`config.mk`:
```
export PLATFORM = sky130hd
export DESIGN_NAME = sound_sequencer_flat
export DESIGN_NICKNAME = d
export VERILOG_FILES = /design/src/rtl/sound_sequencer_if.sv /design/src/rtl/sound_sequencer.sv /design/src/flat_wrapper.sv
export SDC_FILE = /design/constraint.sdc
export NUM_CORES = 1
export LEC_CHECK = 0
export ABC_AREA = 1
export CAP_MARGIN = 20
export CORE_MARGIN = 3
export CORE_UTILIZATION = 50
export DETAILED_ROUTE_END_ITERATION = 7
export PLACE_DENSITY = 0.83
export SYNTH_ARGS = -nofsm -noshare
export SYNTH_HDL_FRONTEND = slang
export SYNTH_SLANG_ARGS = --single-unit
```
`constraint.sdc`:
```
create_clock -name clk_25MHZ -period 2.1 [get_ports clk_25MHZ]
set_clock_uncertainty 0.05 [all_clocks]
set_input_delay 0.42 -clock clk_25MHZ [delete_from_list [all_inputs] [get_ports clk_25MHZ]]
set_output_delay 0.42 -clock clk_25MHZ [all_outputs]
set_load 0.1 [all_outputs]
```
`src/rtl/sound_sequencer_if.sv`:
```
// sound_sequencer_if: sound type enum plus event/output bundle for the sound sequencer.
// chomp_hold exists only when SOUND_LOOP_EN is defined.
package sound_pkg;
  typedef enum logic [1:0] {SOUND_LOADING, SOUND_GAME_PLAY, SOUND_FAIL, SOUND_WIN} sound_t;
endpackage

interface sound_sequencer_if;
  import sound_pkg::*;
  logic evt_intro;
  logic evt_chomp;
  logic evt_death;
  logic evt_win;
`ifdef SOUND_LOOP_EN
  logic chomp_hold;
`endif
  sound_t sound_type;
  logic clk_8KHZ;
  logic restart;
  logic mute;
`ifdef SOUND_LOOP_EN
  modport master (output evt_intro, evt_chomp, evt_death, evt_win, chomp_hold, input sound_type, clk_8KHZ, restart, mute);
  modport slave (input evt_intro, evt_chomp, evt_death, evt_win, chomp_hold, output sound_type, clk_8KHZ, restart, mute);
`else
  modport master (output evt_intro, evt_chomp, evt_death, evt_win, input sound_type, clk_8KHZ, restart, mute);
  modport slave (input evt_intro, evt_chomp, evt_death, evt_win, output sound_type, clk_8KHZ, restart, mute);
`endif
endinterface

```
`src/rtl/sound_sequencer.sv`:
```
// sound_sequencer: picks the highest-priority sound event, times its playback with an 8 kHz strobe.
// Optional SOUND_LOOP_EN: chomp_hold keeps the chomp sound looping.
module sound_sequencer
  import sound_pkg::*;
#(
  parameter int CLK_DIV = 3125,
  parameter int CHOMP_LEN = 5736,
  parameter int INTRO_LEN = 12280,
  parameter int DEATH_LEN = 33736,
  parameter int WIN_LEN = 8000
) (
  input logic clk_25MHZ,
  input logic rst,
  sound_sequencer_if.slave bus
);
  localparam logic [0:0] IDLE = 1'b0, PLAY = 1'b1;
  localparam int DW = CLK_DIV > 1 ? $clog2(CLK_DIV) : 1;
  localparam int M1 = CHOMP_LEN > INTRO_LEN ? CHOMP_LEN : INTRO_LEN;
  localparam int M2 = DEATH_LEN > WIN_LEN ? DEATH_LEN : WIN_LEN;
  localparam int MAXLEN = M1 > M2 ? M1 : M2;
  localparam int CW = MAXLEN > 1 ? $clog2(MAXLEN) : 1;
  logic [0:0] state;
  logic [DW-1:0] div;
  logic [CW-1:0] cnt, len_m1;
  sound_t ev_snd;
  logic ev_any, take, done, loop, div_end;
  function automatic logic [1:0] rank(sound_t s);
    rank = s == SOUND_FAIL ? 2'd3 : s == SOUND_LOADING ? 2'd2 : s == SOUND_WIN ? 2'd1 : 2'd0;
  endfunction
  always_comb begin
    ev_snd = bus.evt_death ? SOUND_FAIL : bus.evt_intro ? SOUND_LOADING : bus.evt_win ? SOUND_WIN : SOUND_GAME_PLAY;
    ev_any = bus.evt_death | bus.evt_intro | bus.evt_win | bus.evt_chomp;
    len_m1 = bus.sound_type == SOUND_FAIL ? CW'(DEATH_LEN - 1) :
             bus.sound_type == SOUND_LOADING ? CW'(INTRO_LEN - 1) :
             bus.sound_type == SOUND_WIN ? CW'(WIN_LEN - 1) : CW'(CHOMP_LEN - 1);
    div_end = div == DW'(CLK_DIV - 1);
    take = ev_any && (state == IDLE || rank(ev_snd) >= rank(bus.sound_type));
    done = state == PLAY && bus.clk_8KHZ && cnt == len_m1;
`ifdef SOUND_LOOP_EN
    loop = done && bus.chomp_hold && bus.sound_type == SOUND_GAME_PLAY;
`else
    loop = 1'b0;
`endif
  end
  // Playback timing runs off the registered strobe, so the divider is never disturbed by events.
  always_ff @(posedge clk_25MHZ or posedge rst) begin
    if (rst) begin
      state <= IDLE;
      div <= '0;
      cnt <= '0;
      bus.sound_type <= SOUND_LOADING;
      bus.clk_8KHZ <= 1'b0;
      bus.restart <= 1'b0;
      bus.mute <= 1'b1;
    end else begin
      div <= div_end ? '0 : div + 1'b1;
      bus.clk_8KHZ <= div_end;
      bus.restart <= take | loop;
      if (take) begin
        state <= PLAY;
        bus.sound_type <= ev_snd;
        cnt <= '0;
        bus.mute <= 1'b0;
      end else if (loop) begin
        cnt <= '0;
      end else if (done) begin
        state <= IDLE;
        bus.mute <= 1'b1;
      end else if (state == PLAY && bus.clk_8KHZ) begin
        cnt <= cnt + 1'b1;
      end
    end
  end
endmodule

```
`src/flat_wrapper.sv`:
```
// flat-port wrapper written by rule: the top's interface ports become plain ports
module sound_sequencer_flat import sound_pkg::*;
#(
  parameter int CLK_DIV = 3125,
  parameter int CHOMP_LEN = 5736,
  parameter int INTRO_LEN = 12280,
  parameter int DEATH_LEN = 33736,
  parameter int WIN_LEN = 8000
)
  (clk_25MHZ, rst, bus_evt_intro, bus_evt_chomp, bus_evt_death, bus_evt_win, bus_sound_type, bus_clk_8KHZ, bus_restart, bus_mute);
  sound_sequencer_if bus_i ();
  input logic clk_25MHZ;
  input logic rst;
  input wire logic [$bits(bus_i.evt_intro)-1:0] bus_evt_intro;
  input wire logic [$bits(bus_i.evt_chomp)-1:0] bus_evt_chomp;
  input wire logic [$bits(bus_i.evt_death)-1:0] bus_evt_death;
  input wire logic [$bits(bus_i.evt_win)-1:0] bus_evt_win;
  output wire logic [$bits(bus_i.sound_type)-1:0] bus_sound_type;
  output wire logic [$bits(bus_i.clk_8KHZ)-1:0] bus_clk_8KHZ;
  output wire logic [$bits(bus_i.restart)-1:0] bus_restart;
  output wire logic [$bits(bus_i.mute)-1:0] bus_mute;
  assign bus_i.evt_intro = bus_evt_intro;
  assign bus_i.evt_chomp = bus_evt_chomp;
  assign bus_i.evt_death = bus_evt_death;
  assign bus_i.evt_win = bus_evt_win;
  assign bus_sound_type = bus_i.sound_type;
  assign bus_clk_8KHZ = bus_i.clk_8KHZ;
  assign bus_restart = bus_i.restart;
  assign bus_mute = bus_i.mute;
  sound_sequencer #(.CLK_DIV(CLK_DIV), .CHOMP_LEN(CHOMP_LEN), .INTRO_LEN(INTRO_LEN), .DEATH_LEN(DEATH_LEN), .WIN_LEN(WIN_LEN)) u_core (.clk_25MHZ(clk_25MHZ), .rst(rst), .bus(bus_i));
endmodule
```
==> flow_summary.ini <==
[synthesis]
synth_area_mm2 = 0.002177
synthDistinctLibCells = 24
synth_cells = 306
syn_avg_cell_area_um2 = 7.115
yosysSeqAreaShare = 0.3914
ys_ff_latch = 34
synth_most_common_cell = nand2_1
synth_ff_type = dfrtp_1
syn-num-nets = 321
yosysTopAreaCell = dfrtp_1
synth_edf_count = 0
ys_async_sr_fraction = 1.000
synth_area_leaders = dfrtp_1 38%, nand2_1 17%, nor2_1 7.8%
yosys_warnings = 0
synth_top_area_share = 0.3793
synth_common_cells = 99 x nand2_1, 45 x nor2_1, 41 x inv_1

[cells_and_area]
regArea_um2 = 859.6
final_nets = 344
multi_input_area_mm2 = 0.001177
drive_gt1_frac = 0.1152
synthToLayoutAreaGrowth_pct = 17.76
diodes = 0
final.fill_count = 367

[placement]
portBuffers = 10
place.gp.congestion = 0.8578
place.detailed.hpwl_mm = 3.363

[clock_network]
h-tree-depth = 2
root_buffer = clkbuf_8
cts_num_sinks = 34
cts-buffers-inserted = 5
clock_path_buffers = 2
insertion_delay_ps = 280
tritoncts = yes
clkTransAtPathRegs_ps = 70

[critical_path]
cp_max_fo = 16
cp.required_ps = 2270
cp_slowest_cell = dfrtp_4
path_cells = inv_4 -> ha_4 -> inv_4 -> nand2_1 -> ha_1 -> o21ai_1 -> nand2_1 -> nand2_2 -> inv_2 -> a21oi_4 -> buf_12 -> nand2_1 -> nand2_1
crit_path_max_incr_delay_ps = 530
worstSetupEndpointType = flop
critPathArrivalTime_ps = 2160
critPathKind = reg -> reg
ff2ff_path_depth = 13
cpMostUsedCell = nand2_1
cp-start-kind = flop

[hold_path]
hp-class = reg -> reg
whs_path_depth = 1

[power]
vdd_drop_max_v = 0.0007826
leakage_nw = 1.318
powerDensity_mw_per_mm2 = 904.1
clkPwrFrac = 0.212
p_comb_frac = 0.469
p_seq_frac = 0.320
power_w = 0.002318
p_switching_w = 0.0009535
p_int_w = 0.001364
switching_share = 0.4114

[sta]
slew_headroom = 0.6879
report.final.slew_viol_count = 0
setup_tns_ps = 0
timing.final.crit_share = 0.9481
min_period_ps = 1991
max_freq_mhz = 502.3
hold_viol = 0
tightest_slew_ps = 466.4
setup_viol = 0

[floorplanning]
die_h_um = 71.99
io_pins = 11
rows = 23
start_util = 0.5328
dieWidth_um = 71.99
core_area_mm2 = 0.004086
die_area_mm2 = 0.005182

[global_routing]
grt_pass1_wl_mm = 8.024
antenna_found_initial = 0
grt_max_degree = 35
grt_usage = 0.1930
overflow = 0
grt_pass1_vias = 1913

[route]
wl_mm = 4.538
initialDrtViolationCount = 121
avgRoutedWirePerCell_um = 11.94
antenna_left = 0
vias = 1954
drc = 0
avgViaCountPerCell = 5.142
firstDrtPassIters = 4

[flow_run]
cap_viol_max_count = 0

[status]
status = finished clean
## worst max-delay path: cells and delay by family, from the launching register on
| family | cells | cell delay, ps |
|---|---|---|
| buf+inv | 4 | 360 |
| fa+ha+maj | 2 | 390 |
| simple gates | 5 | 340 |
| compound gates | 2 | 250 |
| flops | 1 | 530 |
## registers in the layout (all words and copies together), names as in the netlist
signal,flops
u_core.bus.clk_8KHZ,1
u_core.bus.mute,1
u_core.bus.restart,1
u_core.bus.sound_type,2
u_core.cnt,16
u_core.div,12
u_core.state,1
## cells in the final DEF, fill, tap and decap left out, types with 2 or more instances in the layout
cell type and instances:
nor2_2 3, clkdlybuf4s50_1 5, xor2_1 15, dfrtp_4 2, buf_12 3, clkbuf_1 2
nand3_1 10, nor2_1 45, xnor2_1 3, ha_1 6, dfrtp_1 31, o21ai_0 6
nor3_1 4, nand4_1 20, nor4_1 2, buf_4 13, inv_4 2, inv_2 2
inv_1 38, ha_4 3, clkbuf_8 6, nand2_1 98, a21oi_1 2
## cell type report
class	instances	area share
Clock buffer	8	0.03514
Inverter	43	0.06491
Multi-Input combinational cell	224	0.4592
Sequential cell	34	0.3353
Tap cell	50	0.02440
Timing Repair Buffer	21	0.08102
## metrics by stage
stage | hold slack, ps | area, um2 | utilization | cells | setup slack, ps
3_5_place_dp | 442.0 | 2446 | 0.5986 | 370 | -132.9
3_3_place_gp | 426.7 | 2446 | 0.5986 | 370 | -53.47
6_report | 443.1 | 2564 | 0.6274 | 380 | 109.0
4_1_cts | 451.4 | 2536 | 0.6206 | 378 | 77.39
2_1_floorplan | 404.7 | 2217 | - | 306 | -5.310
5_1_grt | 481.0 | 2564 | 0.6274 | 380 | -3.465
## repair_timing
action / in CTS / in global routing
endpoints found under the setup margin: 0 / 16
gates resized for setup: 0 / 2
buffers inserted: 0 / 2
hold buffers: 0 / 0
hold endpoints to repair: 0 / 0
## cells by family (layout without fill, tap and decap cells)
family,after synthesis,in the layout,synth area share
flip-flops,34,34,0.3914
AND/OR/NAND/NOR,185,185,0.3632
XOR/XNOR,18,18,0.07242
buffers and inverters,48,72,0.08620
adder cells (fa/ha/maj),9,9,0.05173
AO/OA/AOI/OAI,12,12,0.03506
## power by group through the flow
stage	combinational [W]	sequential (W)	clock (W)
floorplan	0.000520	0.000941	0
global placement	0.000994	0.000758	0
detailed placement	0.00102	0.000758	0
CTS	0.00102	0.000746	0.000507
global route	0.00118	0.000749	0.000527
finish	0.00109	0.000741	0.000490
## path summary, 6_finish.rpt
check | startpoint | endpoint | slack [ps]
worst min register to register | u_core.div[0]$_DFF_PP0_ | u_core.div[0]$_DFF_PP0_ | 440
worst min-delay path | u_core.div[0]$_DFF_PP0_ | u_core.div[0]$_DFF_PP0_ | 440
worst max register to register | u_core.bus.sound_type[0]$_DFFE_PP0P_ | u_core.cnt[3]$_DFFE_PP0P_ | 110
max in group asynchronous | rst | u_core.bus.mute$_DFFE_PP1P_ | 1160
min in group asynchronous | rst | u_core.bus.sound_type[1]$_DFFE_PP0P_ | 500
worst max-delay path | u_core.bus.sound_type[0]$_DFFE_PP0P_ | u_core.cnt[3]$_DFFE_PP0P_ | 110
## metal layers
metal  routed length [um]  up-vias  global-route usage
met5                    0        -                   0
met2                 2224       34              0.3388
met4                   64        0             0.07516
li1                     -     1004                   -
met1                 2092      907              0.2363
met3                  157        9             0.03186
(Power assumes the default switching activity.)
